`config.mk`:
```
export PLATFORM = sky130hd
export DESIGN_NAME = pipeline_hazard_ctrl
export DESIGN_NICKNAME = d
export VERILOG_FILES = /design/src/rtl/pipeline_hazard_ctrl.sv
export SDC_FILE = /design/constraint.sdc
export NUM_CORES = 1
export LEC_CHECK = 0
export BUFFER_PORTS_ARGS = -buffer_cell sky130_fd_sc_hd__buf_2
export CAP_MARGIN = 10
export CORE_MARGIN = 2
export CORE_UTILIZATION = 41
export CTS_CLUSTER_SIZE = 10
export DETAILED_ROUTE_END_ITERATION = 16
export PLACE_DENSITY = 0.87
export SYNTH_ARGS = -nofsm -noshare
export SYNTH_HDL_FRONTEND = slang
export SYNTH_SLANG_ARGS = --single-unit
```
`constraint.sdc`:
```
create_clock -name clock -period 2.5 [get_ports clock]
set_input_delay 0.125 -clock clock [delete_from_list [all_inputs] [get_ports clock]]
set_output_delay 0.125 -clock clock [all_outputs]
set_load 0.05 [all_outputs]
```
`src/rtl/pipeline_hazard_ctrl.sv`:
```
// Load-use, branch-flush and mult/div hold sequencing for the IF/ID and ID/EXE registers.
// Optional statistics counters are built only when HAZARD_STATS_EN is defined.
module pipeline_hazard_ctrl #(
  parameter int unsigned MULDIV_CYCLES = 32,
  parameter int unsigned CNT_W         = 16
) (
  input  logic             clock,
  input  logic             reset,
  input  logic [4:0]       id_rs,
  input  logic [4:0]       id_rt,
  input  logic             id_uses_rs,
  input  logic             id_uses_rt,
  input  logic             id_muldiv,
  input  logic             ex_mem_read,
  input  logic [4:0]       ex_rt,
  input  logic             ex_br_taken,
  output logic             pc_write,
  output logic             ifid_write,
  output logic             ifid_flush,
  output logic             idexe_bubble,
  output logic             muldiv_start,
  output logic             muldiv_abort,
  output logic             muldiv_busy,
  output logic [CNT_W-1:0] stall_count,
  output logic [CNT_W-1:0] flush_count
);

  localparam int unsigned MdW = $clog2(MULDIV_CYCLES + 1);
  localparam logic [MdW-1:0] MdInit = MdW'(MULDIV_CYCLES - 1);

  localparam logic [1:0] StRun    = 2'd0;
  localparam logic [1:0] StMdBusy = 2'd1;
  localparam logic [1:0] StMdDone = 2'd2;

  logic [1:0]     state_q, state_d;
  logic [MdW-1:0] md_cnt_q, md_cnt_d;
  logic           load_use;

  assign load_use = ex_mem_read && (ex_rt != 5'd0) &&
                    ((id_uses_rs && (id_rs == ex_rt)) || (id_uses_rt && (id_rt == ex_rt)));

  always_comb begin
    pc_write     = 1'b1;
    ifid_write   = 1'b1;
    ifid_flush   = 1'b0;
    idexe_bubble = 1'b0;
    muldiv_start = 1'b0;
    muldiv_abort = 1'b0;
    muldiv_busy  = (state_q == StMdBusy);
    state_d      = state_q;
    md_cnt_d     = md_cnt_q;

    if (reset) begin
      // Quiet pipeline while in reset; the mult/div unit resets itself, so no abort.
      pc_write     = 1'b0;
      ifid_write   = 1'b0;
      ifid_flush   = 1'b1;
      idexe_bubble = 1'b1;
      muldiv_busy  = 1'b0;
      state_d      = StRun;
      md_cnt_d     = '0;
    end else if (ex_br_taken) begin
      ifid_flush   = 1'b1;
      idexe_bubble = 1'b1;
      muldiv_abort = (state_q != StRun);
      state_d      = StRun;
      md_cnt_d     = '0;
    end else begin
      case (state_q)
        StRun: begin
          if (load_use) begin
            pc_write     = 1'b0;
            ifid_write   = 1'b0;
            idexe_bubble = 1'b1;
          end else if (id_muldiv) begin
            muldiv_start = 1'b1;
            pc_write     = 1'b0;
            ifid_write   = 1'b0;
            idexe_bubble = 1'b1;
            md_cnt_d     = MdInit;
            state_d      = StMdBusy;
          end
        end
        StMdBusy: begin
          pc_write     = 1'b0;
          ifid_write   = 1'b0;
          idexe_bubble = 1'b1;
          if (md_cnt_q == '0) begin
            state_d = StMdDone;
          end else begin
            md_cnt_d = md_cnt_q - MdW'(1);
          end
        end
        StMdDone: begin
          // Held mult/div moves on to EXE; id_muldiv is deliberately ignored here.
          state_d = StRun;
        end
        default: begin
          state_d  = StRun;
          md_cnt_d = '0;
        end
      endcase
    end
  end

  always_ff @(posedge clock) begin
    if (reset) begin
      state_q  <= StRun;
      md_cnt_q <= '0;
    end else begin
      state_q  <= state_d;
      md_cnt_q <= md_cnt_d;
    end
  end

`ifdef HAZARD_STATS_EN
  logic [CNT_W-1:0] stall_q, flush_q;

  // Saturating event counters.
  always_ff @(posedge clock) begin
    if (reset) begin
      stall_q <= '0;
      flush_q <= '0;
    end else begin
      if (!pc_write && (stall_q != '1)) begin
        stall_q <= stall_q + CNT_W'(1);
      end
      if (ifid_flush && (flush_q != '1)) begin
        flush_q <= flush_q + CNT_W'(1);
      end
    end
  end

  assign stall_count = stall_q;
  assign flush_count = flush_q;
`else
  assign stall_count = '0;
  assign flush_count = '0;
`endif

endmodule

```
After elaboration in Yosys (flattened, before gate mapping) --
Cells that the tools add are included.
Operators by class: add/sub/neg operators 1, reduce and logical (&&, ||, !) cells 12, bitwise logic cells 1, multiplexer cells 27, equality and inequality tests 8
Operator list (count):
- 2-to-1 mux 6 bit | 3
- case mux 6 bit (3 select lines) | 1
- 2-to-1 mux 1 bit | 17
- == test 5 bit | 2
- zero test 6 bit | 1
- 2-to-1 mux 2 bit | 3
- inequality test 2 bit (second input constant) | 3
- subtractor 6 x 1 -> 6 bit (second input constant) | 1
- nonzero test 5 bit | 1
- logical AND 1 bit | 4
- case mux 1 bit (2 select lines) | 2
- case mux 2 bit (2 select lines) | 1
- AND reduction 4 bit | 1
- AND reduction 3 bit | 1
- == test 2 x 1 -> 1 bit (second input constant) | 1
- == test 2 bit (second input constant) | 1
- zero test 2 bit | 1
- inequality test 2 x 1 -> 1 bit (second input constant) | 1
- nonzero test 2 bit | 1
- OR reduction 2 bit | 1
- logical OR 1 bit | 1
- NOT 1 bit | 1
Storage, ports and cells: register bits after elaboration 8, output and inout port bits 39

Logic depth before layout (Yosys ltp) --
Gate-level depths: netlist of run 1.
depth in word-level cells 8, depth in mapped cells 7, gate-level depth less buffers 7

Least setup slack after synthesis of run 1 --
Ideal clock, no wire load.
kind input to output, start input port ex_rt[1], end output port pc_write, slack 0.238 ns, data required time 2.375 ns, arrival time 2.137 ns, stages on the path 5, path through or4_1 -> o21ai_2 -> and2b_4 -> o22ai_1 -> buf_4
On the way: word-level cells in the longest chain between the ends 8
Ends and longest elaborated chain:
- start: declaration | line 15 | input logic [4:0] ex_rt,
- == test 5 bit | line 40 | ((id_uses_rs && (id_rs == ex_rt)) || (id_uses_rt && (id_rt == ex_rt)));
- logical AND 1 bit | line 40
- logical OR 1 bit | line 40
- logical AND 1 bit * | line 39 | assign load_use = ex_mem_read && (ex_rt != 5'd0) &&
- 2-to-1 mux 1 bit *
- case mux 1 bit (2 select lines) *
- 2-to-1 mux 1 bit * (2 in a row)
- end: declaration | line 17 | output logic pc_write,
Every way passes the cells marked *; elsewhere a longest branch is shown, timed or not.

Worst setup path in the final report of run 1 --
start input port ex_rt[1], end output port idexe_bubble
On the way: word-level cells in the longest chain between the ends 8
Ends and longest elaborated chain:
- == test 5 bit | line 40
- logical AND 1 bit | line 40
- logical OR 1 bit | line 40
- logical AND 1 bit * | line 39
- 2-to-1 mux 1 bit * | line 71 | if (load_use) begin
- case mux 1 bit (2 select lines) * | line 69 | case (state_q)
- 2-to-1 mux 1 bit * | line 62 | end else if (ex_br_taken) begin
- 2-to-1 mux 1 bit * | line 53 | if (reset) begin
- end: declaration | line 20 | output logic idexe_bubble,
Marked as above.

==> metrics.txt, run 1 <==
initial antenna violation count 0; io pins 61; die area 2610 sq um; nets about 170; die width 51.1 microns; Buffers on Ports 28; Worst setup EP type primary output; CTS tree yes; post-synthesis register bit count 8; PwrDens roughly 500 nW/um^2; worst-margin pin slew 0.506 ns; Routability Congestion 0.801; crit share post-route 72.9%; CTS resizes 0; # rows 17; post-CTS setup buffers 0; post-synthesis sequential area ratio 17.6%; Pleak just under 0.0005 uW; Clk Latency, worst-skew pair 0.25 ns; Max-Slew Margin vs Limit 66.2%; Unique masters post-synth 29; final hold viol count 0; top_reg_cell synth dfxtp_1; Worst-path clk slew 0.06 ns; post-synth top area share a little over a quarter; placed cells about 170; synthesized area 908 sq um; htree depth 1; RSZ-0062 raised after global routing no; Worst IR Drop VDD between 0.3 and 0.4 mV; setup violators final 0; Core ar. 2150 sq um; Mapped Cells 115; cells taking the most area after synthesis buf_4 27%, dfxtp_1 18%, xnor2_1 12%; WP data arrival 1.70 ns; DRC 0; overall routing resource usage 13.3%; crit start category input port; Avg Cell Area, Syn 7.90 sq um; first-pass GRT wire length 2.73 mm; Vias/cell roughly 4.4; Post-Route WL 1.61 mm; grt ovf 0; Max clock buf depth 2; routed len/inst about 9.4 microns; Sink Count 8; Ys Warns 0; fin crit period about 1.8 ns; ys async rst share 0%; Max Slew Vio Count 0; Crit Path Max Fanout 5; P&R area growth vs syn 7.30%; CTS Buf Count 3; HPWL Detailed 1.33 mm; Max Cap Violations 0; Die Y 51.1 microns; max frequency about 550 MHz; area leader, netlist buf_4; Initial Utilization 42.3%; final std cells w/o fill 171; vias in the first global route between 600 and 700; Initial DRT Pass Iterations 4; total negative setup slack 0 ns; Antenna diodes 0; initial DRC count 8; layout cells sized above 1 roughly 24%; status complete, no violations; crit path kind in2out; hold buffers post-CTS 0; skew final 0.00240 ns; Post-synth EDFFs 0; worst min path class in2reg; DR vias 750; largest net degree at the start of global routing 17; Antenna Nets Post-Route 0; WP data required 2.38 ns; CTS root buffer clkbuf_4
-- Yosys cell counts (3+ instances only) --
cell type  count
nand2_1       12
xnor2_1       12
inv_1          5
nor2_1         6
o22ai_1        3
nor3_1         3
nor3b_1        3
o211a_1        3
dfxtp_1        8
o21ai_0        4
buf_4         33
-- layout make-up --
class,instances,area [sq um]
fillers,224,1170
multi-input cells,98,591
flip-flops and latches,8,160
repair buffers,29,148
well taps,28,35.0
clock buffers,3,22.5
inverters,5,18.8
-- routing by layer --
layer / routed length [microns] / global-route usage (%) / up-vias
met5: 0 / 0 / -
met4: 19 / 5.41 / 0
met3: 72 / 1.75 / 2
met1: 689 / 16.1 / 341
met2: 831 / 23.4 / 25
li1: - / - / 382
-- metrics by stage --
| stage | worst slack (ns) | area (sq um) | hold WS [ns] | total power (uW) | util, % |
|---|---|---|---|---|---|
| floorplan | 0.238 | 1020 | 0.311 | 387 | - |
| global placement | 0.726 | 952 | 0.463 | 385 | 44.3 |
| detailed placement | 0.669 | 952 | 0.471 | 387 | 44.3 |
| CTS | 0.663 | 975 | 0.207 | 487 | 45.4 |
| global route | 0.616 | 975 | 0.218 | 513 | 45.4 |
| finish | 0.678 | 975 | 0.212 | 484 | 45.4 |
-- power breakdown --
group          internal, uW  switching (uW)  total [uW]  leakage, uW
combinational          59.9             178         238     0.000415
sequential              135            11.4         147    0.0000656
clock                  55.0            44.5        99.5    0.0000138
-- path summary, 6_finish.rpt --
kind               start           end  slack [ns]  cells past startpoint
min reg2reg  md_cnt_q[1]   md_cnt_q[1]        0.49                      2
min            id_muldiv    state_q[0]        0.21                      3
max             ex_rt[1]  idexe_bubble        0.68                      6
max reg2reg  md_cnt_q[0]   md_cnt_q[2]        0.83                      7
-- logic make-up (layout without fill, tap and decap cells) --
| group | Yosys count | in the layout | synth area share (%) |
|---|---|---|---|
| buffers and inverters | 40 | 37 | 30.2 |
| AND/OR/NAND/NOR | 32 | 32 | 17.5 |
| AO/OA/AOI/OAI | 17 | 17 | 16.8 |
| XOR/XNOR | 13 | 13 | 12.5 |
| flip-flops | 8 | 8 | 17.6 |
| adder cells (fa/ha/maj) | 2 | 2 | 2.75 |
| multiplexers | 2 | 2 | 2.20 |
| other | 1 | 32 | 0.413 |
-- flip-flops by register name (all words and copies together) (netlist names) --
| register | cells |
|---|---|
| md_cnt_q | 6 |
| state_q | 2 |
-- worst max-delay path: stages --
cell and delay (ns):
buf_2 0.12, or4_1 0.55, o21ai_2 0.16, and2b_4 0.22
o41a_1 0.30, buf_2 0.21
-- placed cells by master (no fill, tap or decap) --
cell type and count:
a31oi_1 1, a32o_1 1, and2b_4 1, and3_1 2
buf_2 28, buf_4 1, clkbuf_4 3, conb_1 32
dfxtp_1 8, ha_1 2, inv_1 5, mux2i_1 2
nand2_1 12, nand3_1 1, nand4_1 2, nor2_1 6
nor3_1 3, nor3b_1 3, o2111a_1 1, o211a_1 3
o21ai_0 4, o21ai_2 1, o22ai_1 3, o31a_1 1
o32ai_4 1, o41a_1 1, or3_1 1, or4_1 1
xnor2_1 12, xor2_1 1
No activity file was read; power rests on OpenSTA's default activity.
==> run 2, diff against run 1 <==
- CORE_UTILIZATION: 41 -> 37
- PLACE_DENSITY: 0.87 -> 0.83
- clock period: 2.5 -> 1.5 ns (I/O delays scaled with it)
==> metrics.txt, run 2 (synthesis gave the netlist of run 1 again) <==
status finished, violations left; failing checks setup timing; Sw Ratio 46.8%; Pleak between 0.0006 and 0.0007 uW; Reg power frac 25.1%; setup slack, reg-to-reg 0.03 ns; crit share post-route 109%; Crit Path Max Fanout 2; metal2 WL 1.28 mm; nets 194; routed len/inst 12.5 microns; RSZ-0062 raised after global routing yes; # rows 17; Worst IR Drop VDD 0.398 mV; total power 964 uW; first-pass GRT wire length a little under 4 mm; largest net degree at the start of global routing 12; Switch Pwr approximately 450 uW; skew final 0.00484 ns; WP data arrival 1.56 ns; final std cells w/o fill 196; CTS root buffer clkbuf_4; Antenna Nets Post-Route 0; htree depth 1; combinational share of power a little under three fifths; Fillers just under 200; grt ovf 0; final hold viol count 0; total negative setup slack -0.296 ns; Routability Congestion 0.834; Buffers on Ports 28; Antenna diodes 0; Worst-path clk slew 0.06 ns; Met3 Wirelength 140 microns; io pins 61; Sink Count 8; Reg-to-Reg End md_cnt_q[4]; DR vias 898; Reg with most FFs md_cnt_q; initial DRC count 16; Max Cap Violations 0; initial antenna violation count 0; P&R area growth vs syn 46.7%; crit path kind in2out; Max clock buf depth 2; final non-filler cell area 1330 sq um; max reg flops 6; layout cells sized above 1 between 40% and 50%; Largest regs md_cnt_q x6, state_q x2; Vias/cell 4.58; overall routing resource usage 19.2%; max frequency slightly above 600 MHz; Top Metal Used met4; Power Internal 513 uW; CTS Buf Count 3; Hold Path Stages 4; die width 53.6 microns; die area 2870 sq um; HPWL Detailed roughly 1.6 mm; CTS tree yes; Initial Utilization 39.9%; Hold Crit Start ex_br_taken; DRC 0; most frequent cells in the layout 32 x conb_1, 25 x buf_4, 22 x buf_2, 12 x xnor2_1, 12 x nand2_1; worst r2r path cells 8; Worst setup EP type primary output; worst min path class in2reg; setup violators final 4; Clk Latency, worst-skew pair 0.26 ns; leading cell type in the layout, fill and taps excluded conb_1; PwrDens 723 nW/um^2; Max Slew Vio Count 0; hold path endpoint state_q[0]; reg-to-reg critical path startpoint md_cnt_q[1]; Core ar. 2280 sq um; Die Y 53.6 microns; final worst slack -0.139 ns; Initial DRT Pass Iterations 4; Area after DPL 1100 sq um; WP data required 1.42 ns; DP Worst Slack -0.198 ns; hold buffers post-CTS 0; crit start category input port; clock share of power 18.3%; Post-Route WL ~2.4 mm; placed cells about 190; met1 wire length 977 microns; fin crit period 1.64 ns; vias in the first global route 844
run 2: cell types whose count changed in the layout (fill, tap and decap cells not counted), moves of 2 or more:
cell	before	now
inv_2	0	3
buf_4	1	25
inv_1	5	2
nor3b_1	3	0
buf_6	0	5
buf_2	28	22
dfxtp_2	0	4
buf_8	0	2
o22ai_1	3	1
nor3b_2	0	2
dfxtp_1	8	4
nor2_1	6	4
run 2: routing by layer:
layer | vias up | track usage, %
met5 | - | 0
met2 | 36 | 35.2
met4 | 0 | 5.56
met1 | 422 | 20.2
li1 | 434 | -
met3 | 6 | 7.50
run 2: repair_timing:
action / 4_1_cts / 5_1_grt
pin swaps: 7 / 8
endpoints found under the setup margin: 9 / 12
resized for setup: 30 / 6
setup buffers: 8 / 1
run 2: through the flow:
stage | hold WS, ns | util [%]
floorplan | 0.216 | -
CTS | 0.168 | 57.0
finish | 0.170 | 58.5
global placement | 0.430 | 48.5
detailed placement | 0.429 | 48.5
global route | 0.201 | 58.5
run 2: worst max-delay path by stage:
| stage | from | endpoint | slack (ns) |
|---|---|---|---|
| finish | ex_rt[1] | idexe_bubble | -0.14 |
| global route | ex_rt[1] | idexe_bubble | -0.18 |
| floorplan | ex_rt[1] | pc_write | -0.27 |
| global placement | ex_rt[1] | idexe_bubble | -0.19 |
| CTS | ex_rt[1] | idexe_bubble | -0.13 |
| detailed placement | ex_rt[1] | idexe_bubble | -0.20 |
run 2: power by group through the flow:
stage	clock network, uW	registers (uW)	logic [uW]
after floorplan	0	241	408
after global placement	0	239	451
after detailed placement	0	240	457
after CTS	183	239	517
after global routing	198	244	576
final	176	242	546
run 2: critical path, stage by stage:
cell and delay (ns):
buf_6 0.09, or4_4 0.54, o21ai_4 0.14, and2b_4 0.21
o41a_4 0.35, buf_8 0.16
run 2: area by class of cell:
cell class                      count  area (sq um)  share of cell area (%)
Clock buffer                        3          22.5                    1.69
Timing Repair Buffer               54           384                    28.8
Sequential cell                     8           165                    12.4
Tap cell                           28          35.0                    2.63
Multi-Input combinational cell     98           707                    53.1
Inverter                            5          18.8                    1.41
